$ cat config.mk
export PLATFORM = sky130hd
export DESIGN_NAME = hc04_filt_inv
export DESIGN_NICKNAME = d
export VERILOG_FILES = /design/src/rtl/hc04_filt_inv.sv
export SDC_FILE = /design/constraint.sdc
export NUM_CORES = 1
export LEC_CHECK = 0
export CAP_MARGIN = 20
export CORE_MARGIN = 10
export CORE_UTILIZATION = 45
export CTS_CLUSTER_DIAMETER = 60
export DETAILED_ROUTE_END_ITERATION = 12
export GPL_ROUTABILITY_DRIVEN = 0
export HOLD_SLACK_MARGIN = 0.03
export PLACE_DENSITY_LB_ADDON = 0.2
export SETUP_SLACK_MARGIN = 0.15
export SYNTH_ARGS = -nofsm -noshare
export SYNTH_HDL_FRONTEND = slang
export SYNTH_SLANG_ARGS = --single-unit
export TNS_END_PERCENT = 20
$ cat constraint.sdc
create_clock -name clk -period 4.4 [get_ports clk]
set_input_delay 0.66 -clock clk [delete_from_list [all_inputs] [get_ports clk]]
set_output_delay 0.66 -clock clk [all_outputs]
set_load 0.02 [all_outputs]
$ cat src/rtl/hc04_filt_inv.sv
// Registered, glitch-filtered inverter bank: synchronise each input, accept a level only
// after FILT_CNT stable clocks, then apply a run-time polarity mask behind an output enable.
module hc04_filt_inv #(
   parameter int CH          = 6,
   parameter int SYNC_STAGES = 2,
   parameter int FILT_CNT    = 8,
   parameter int GCNT_W      = 8
) (
   input  logic              clk,
   input  logic              rst_n,
   input  logic [CH-1:0]     A,
   input  logic [CH-1:0]     mask_in,
   input  logic              cfg_load,
   input  logic              oe,
   input  logic              gcnt_clr,
   output logic [CH-1:0]     Y,
   output logic [CH-1:0]     rise,
   output logic [CH-1:0]     fall,
   output logic [GCNT_W-1:0] gcnt
);

   localparam int FILT_W = $clog2(FILT_CNT + 1);
   localparam logic [FILT_W-1:0] LIM = FILT_W'(FILT_CNT - 1);
   localparam logic [FILT_W-1:0] ONE = FILT_W'(1);
   // Sum width leaves headroom for up to 32 simultaneous glitches on top of a full counter.
   localparam int SW = GCNT_W + 6;
   localparam logic [SW-1:0] GMAX = SW'((64'd1 << GCNT_W) - 64'd1);

   logic [CH-1:0]     sync_reg [SYNC_STAGES];
   logic [CH-1:0]     a_s;
   logic [CH-1:0]     s_reg, s_next, s_prev_reg;
   logic [CH-1:0]     mask_reg;
   logic [CH-1:0]     glitch;
   logic [FILT_W-1:0] c_reg  [CH];
   logic [FILT_W-1:0] c_next [CH];
   logic [GCNT_W-1:0] gcnt_reg, gcnt_next;
   logic [CH-1:0]     y_reg, rise_reg, fall_reg;
   logic [SW-1:0]     gsum, gtot;

   assign a_s = sync_reg[SYNC_STAGES-1];

   genvar gi;
   generate
      for (gi = 0; gi < CH; gi++) begin : g_chan
         logic mism;
         logic at_lim;
         assign mism       = a_s[gi] ^ s_reg[gi];
         assign at_lim     = (c_reg[gi] == LIM);
         assign s_next[gi] = (mism && at_lim) ? a_s[gi] : s_reg[gi];
         assign c_next[gi] = (!mism || at_lim) ? '0 : c_reg[gi] + ONE;
         // A mismatch run that ends without reaching the limit is a rejected glitch.
         assign glitch[gi] = !mism && (c_reg[gi] != '0);
      end
   endgenerate

   always_comb begin
      gsum = '0;
      for (int k = 0; k < CH; k++) begin
         gsum = gsum + SW'(glitch[k]);
      end
      gtot = SW'(gcnt_reg) + gsum;
      if (gcnt_clr) begin
         gcnt_next = '0;
      end else if (gtot > GMAX) begin
         gcnt_next = GMAX[GCNT_W-1:0];
      end else begin
         gcnt_next = gtot[GCNT_W-1:0];
      end
   end

   always_ff @(posedge clk or negedge rst_n) begin
      if (!rst_n) begin
         for (int k = 0; k < SYNC_STAGES; k++) begin
            sync_reg[k] <= '0;
         end
         for (int k = 0; k < CH; k++) begin
            c_reg[k] <= '0;
         end
         s_reg      <= '0;
         s_prev_reg <= '0;
         mask_reg   <= '1;
         gcnt_reg   <= '0;
         y_reg      <= '0;
         rise_reg   <= '0;
         fall_reg   <= '0;
      end else begin
         sync_reg[0] <= A;
         for (int k = 1; k < SYNC_STAGES; k++) begin
            sync_reg[k] <= sync_reg[k-1];
         end
         for (int k = 0; k < CH; k++) begin
            c_reg[k] <= c_next[k];
         end
         s_reg      <= s_next;
         s_prev_reg <= s_reg;
         if (cfg_load) begin
            mask_reg <= mask_in;
         end
         gcnt_reg <= gcnt_next;
         // Outputs trail the filtered state by one edge so mask, oe and edges line up.
         y_reg    <= oe ? (s_reg ^ mask_reg) : '0;
         rise_reg <= s_reg & ~s_prev_reg;
         fall_reg <= ~s_reg & s_prev_reg;
      end
   end

   assign Y    = y_reg;
   assign rise = rise_reg;
   assign fall = fall_reg;
   assign gcnt = gcnt_reg;

endmodule

# [Word level (Yosys, flattened, before mapping)]
# Index checks and enable logic that the tools add are counted.
[totals] input_bits=17 regBits=80 output_inout_bits=26 word_cells=89
[classes] muxes=9 reduce_logical=30 n_lt_le_gt_ge=1 n_eq_ne=6 bitwise_logic=11 add_sub_neg=12
[op_table] cell="$add A4 B1 Y4 const B" n=6
[op_table] cell="$eq A4 B3 Y1 const B" n=6
[op_table] cell="$mux W4" n=6
[op_table] cell="$reduce_bool A4 Y1" n=6
[op_table] cell="$mux W8" n=2
[op_table] cell="$and A6 B6 Y6" n=2
[op_table] cell="$logic_and A1 B1 Y1" n=12
[op_table] cell="$not A6 Y6" n=2
[op_table] cell="$add A8 B6 Y9" n=1
[op_table] cell="$gt A9 B8 Y1 const B" n=1
[op_table] cell="$add A5 B1 Y6" n=1
[op_table] cell="$logic_not A1 Y1" n=6
[op_table] cell="$logic_or A1 B1 Y1" n=6
[op_table] cell="$mux W6" n=1
[op_table] cell="$xor A1 B1 Y1" n=6
[op_table] cell="$xor A6 B6 Y6" n=1
[op_table] cell="$add A4 B1 Y5" n=1
[op_table] cell="$add A3 B1 Y4" n=1
[op_table] cell="$add A2 B1 Y3" n=1
[op_table] cell="$add A1 B1 Y2" n=1

# [Longest topological paths before layout]
[logic_depth] depth_word=12 mapped_depth=10 mapped_depth_nobuf=10

# [Worst setup path after synthesis]
# OpenSTA, ideal clock, no wires.
[synth_path] kind="register to register" from="register s_reg[0]" to="register gcnt_reg[4] (netlist: gcnt[4])" setup_ns=0.082 period_less_slack_ns=3.259 stages_incl_launch_ff=10 path_buffers=0 required_ns=4.318 t_arrival_ns=3.177 path_slack_ns=1.141 path_cell_list="dfrtp_1 -> xor2_1 -> a21oi_1 -> fa_1 -> fa_1 -> fa_1 -> fa_1 -> a21o_1 -> a21bo_2 -> a31oi_1"
[synth_via] elab_chain_len=12
[synth_rtl] element="start, declared" line_no="31" text="logic [CH-1:0] s_reg, s_next, s_prev_reg;"
[synth_rtl] element="start signal, assigned" line_no="94" text="s_reg <= s_next;"
[synth_rtl] element="$xor A1 B1 Y1 *" line_no="47" text="assign mism = a_s[gi] ^ s_reg[gi];"
[synth_rtl] element="$logic_not A1 Y1 *" line_no="52" text="assign glitch[gi] = !mism && (c_reg[gi] != '0);"
[synth_rtl] element="$logic_and A1 B1 Y1 *" line_no="52"
[synth_rtl] element="$add A1 B1 Y2 *" line_no="59" text="gsum = gsum + SW'(glitch[k]);"
[synth_rtl] element="$add A2 B1 Y3 *" line_no="59"
[synth_rtl] element="$add A3 B1 Y4 *" line_no="59"
[synth_rtl] element="$add A4 B1 Y5 *" line_no="59"
[synth_rtl] element="$add A5 B1 Y6 *" line_no="59"
[synth_rtl] element="$add A8 B6 Y9 *" line_no="61" text="gtot = SW'(gcnt_reg) + gsum;"
[synth_rtl] element="$gt A9 B8 Y1" line_no="64" text="end else if (gtot > GMAX) begin"
[synth_rtl] element="$mux W8 *" line_no="64"
[synth_rtl] element="$mux W8 *" line_no="62" text="if (gcnt_clr) begin"
[synth_rtl] element="net gcnt_next[4]" line_no="36" text="logic [GCNT_W-1:0] gcnt_reg, gcnt_next;"
[synth_rtl] element="end signal, assigned" line_no="99" text="gcnt_reg <= gcnt_next;"
[synth_rtl] element="end, declared" line_no="36"
# The timed path passes the listed nets; every way through them passes the cells marked *.
# A chain may end at the register's enable or synchronous reset.

# [Worst setup path in the final report]
[layout_path] from="register s_reg[0]" to="register gcnt_reg[0] (netlist: gcnt[0])"
# The elaborated chain is that of the path after synthesis.

==> qor.yml <==
fin_setup_tns_ns: 0
grt.total_usage_pct: 10.8
synth_ff_type: "dfrtp_1"
worst_hold_path_type: "reg -> reg"
cts_sinks: 80
clock_latency_ns: 0.35
min_period_ns: 3.49
row_count: 31
top_layer: "met4"
status: "completed"
p_leak_uw: 0.00194
antenna_left: 0
die_area_sq_um: 11100
fp.dieW_microns: 105
arrival_ns: 3.71
floorplan.initialDensity_pct: 45.6
netlist_area_sq_um: 3280
timing_worst_setup_path_type: "reg -> reg"
dp_hpwl_microns: 3900
grt_pass1_wl_microns: 9490
route.met2.wl_microns: 2510
drive_gt1_share_pct: 12.0
grt_start_max_net_pins: 81
io_pins: 43
rsz0062_at_grt: "false"
synthCells: 254
r2r-start: "s_reg[0]"
tightestPinTransition_ns: 0.953
ctsResizeCount: 0
ys_seq_elements: 80
clock_path_buffers: 2
fillers: 600
fin_crit_sh_pct: 79.3
crit_buf_inv: 0
slew_viol_final: 0
crit_required_ns: 4.62
syn-num-nets: 290
post_cts_buffers: 0
hold_path_depth: 0
cap_viol_max_count: 0
finalWirelength_microns: 5620
dr_wl_met3_microns: 322
fp.dieH_microns: 105
syn_area_per_cell_sq_um: 12.9
core_region_area_sq_um: 7180
critPathTopFamily: "adder cells"
root_buffer: "clkbuf_8"
via_count: 1946
hold_viol: 0
end_kind: "flop"
wl_per_cell_microns: 13.8
crit_slowest_cell: "fa_1"
layout.cells.non_filler: 408
ff2ff_setup_slack_ns: 0.91
whs_endpoint: "a_s[3]"
critPathMaxStageDelay_ns: 0.48
dr.pass1.iters: 4
grt_pass1_vias: 2022
gr-total-overflow: 0
synth.yosys.seq_area_share_pct: 61.3
diodes: 0
synth-edff-count: 0
largest_reg_flops: 24
critPathMaxFanout: 7
vias_per_cell: 4.77
drtIter0Drc: 45
reg2regPathDepth: 9
yosysWarnings: 0
r2r-end: "gcnt[0]"
remaining_drc_errors: 0
setup_violations: 0
worstHoldStart: "sync_reg[9]"
route.layer.met1.wl_microns: 2650
synthDistinctLibCells: 34
dp_cells: 393
path_cells: "xor2_1 -> a21oi_1 -> fa_1 -> fa_1 -> fa_1 -> fa_1 -> a21o_1 -> nand4_1 -> a21oi_1"
hold_buffers: 0
antenna_found_initial: 0
power_density_nw_per_um2: 641
fmax_ghz: 0.287
cts_tree: "done"
async_flop_share_pct: 100
critPathMostFrequentCell: "fa_1"
ir_worst_vdd_uv: 248
nets: 341
area_growth_pct: 22.5
clk_pin_slew_ns: 0.08
tritoncts.num_buffers: 9
h-tree-depth: 3
skew_ns: 0.00758
io_buffers: 42
cp-start-kind: "flop"
slew_headroom_pct: 36.4
==> layout by cell type (no fill, tap or decap), types with 2 or more instances in the layout <==
cell type / instances
clkinv_4: 2
bufinv_16: 2
nand3b_1: 8
ha_1: 15
mux2_2: 12
xor2_1: 24
a21oi_1: 11
dfstp_2: 6
dfrtp_1: 74
nand2_1: 8
and3_1: 6
nand3_1: 6
inv_1: 15
clkdlybuf4s50_1: 41
a31oi_1: 2
fa_1: 4
and2_1: 12
nor2_1: 21
nor2b_1: 12
clkbuf_8: 9
==> cell usage after synthesis, drive strengths merged (2+ instances only) <==
library cell  count  area, sq um
and2             12         75.1
and3              7         45.1
nand3             6         30.0
xor2             24          210
inv              15         56.3
nor2             21         78.8
dfrtp            74         1850
a21oi            11         55.1
nor2b            12         75.1
nand2             9         36.3
nand3b            8         60.1
a31oi             2         12.5
dfstp             6          158
mux2             12          135
or4               2         16.3
fa                4         80.1
ha               15          188
==> cells by family (layout without fill, tap and decap cells) <==
| family | count (synthesis) | in the layout | share of synthesized area, % |
|---|---|---|---|
| AO/OA/AOI/OAI | 20 | 20 | 3.93 |
| XOR/XNOR | 25 | 25 | 6.68 |
| adder cells (fa/ha/maj) | 19 | 19 | 8.17 |
| buffers and inverters | 17 | 72 | 2.18 |
| flip-flops | 80 | 80 | 61.3 |
| multiplexers | 12 | 12 | 4.13 |
| AND/OR/NAND/NOR | 81 | 81 | 13.6 |
==> layout make-up <==
cell class	instances	area (sq um)	share of cell area (%)
sequential	80	2010	50.1
multi-input combinational	157	1190	29.8
timing repair buffer	42	418	10.4
clock buffer	10	128	3.18
tap	99	124	3.09
clock inverter	5	82.6	2.06
inverter	15	56.3	1.40
==> layer usage <==
layer / track usage, % / vias up
li1: - / 941
met1: 12.8 / 957
met2: 16.1 / 36
met3: 4.14 / 12
met4: 7.06 / 0
met5: 0 / -
==> report_power, final <==
| part | internal [uW] | switching (uW) |
|---|---|---|
| logic | 434 | 474 |
| registers | 936 | 148 |
| clock network | 318 | 262 |
| total | 1690 | 884 |
==> per-stage QoR <==
stage / util [%] / setup WS, ns / hold slack [ns] / area (sq um) / total power (uW)
3_3_place_gp: 53.0 / 0.992 / 0.334 / 3800 / 1980
2_1_floorplan: - / 1.14 / 0.331 / 3280 / 1670
4_1_cts: 55.9 / 0.887 / 0.354 / 4010 / 2620
5_1_grt: 55.9 / 0.711 / 0.360 / 4010 / 2770
6_report: 55.9 / 0.911 / 0.353 / 4010 / 2570
3_5_place_dp: 53.0 / 0.883 / 0.335 / 3800 / 2020
==> worst max-delay path by stage <==
stage / startpoint / end / cells past startpoint
4_1_cts: s_reg[0] / gcnt[4] / 9
2_1_floorplan: s_reg[0] / gcnt[4] / 9
3_3_place_gp: s_reg[0] / gcnt[5] / 9
6_report: s_reg[0] / gcnt[0] / 9
3_5_place_dp: s_reg[0] / gcnt[4] / 9
5_1_grt: s_reg[0] / gcnt[4] / 9
Power figures use the tool's default switching activity.
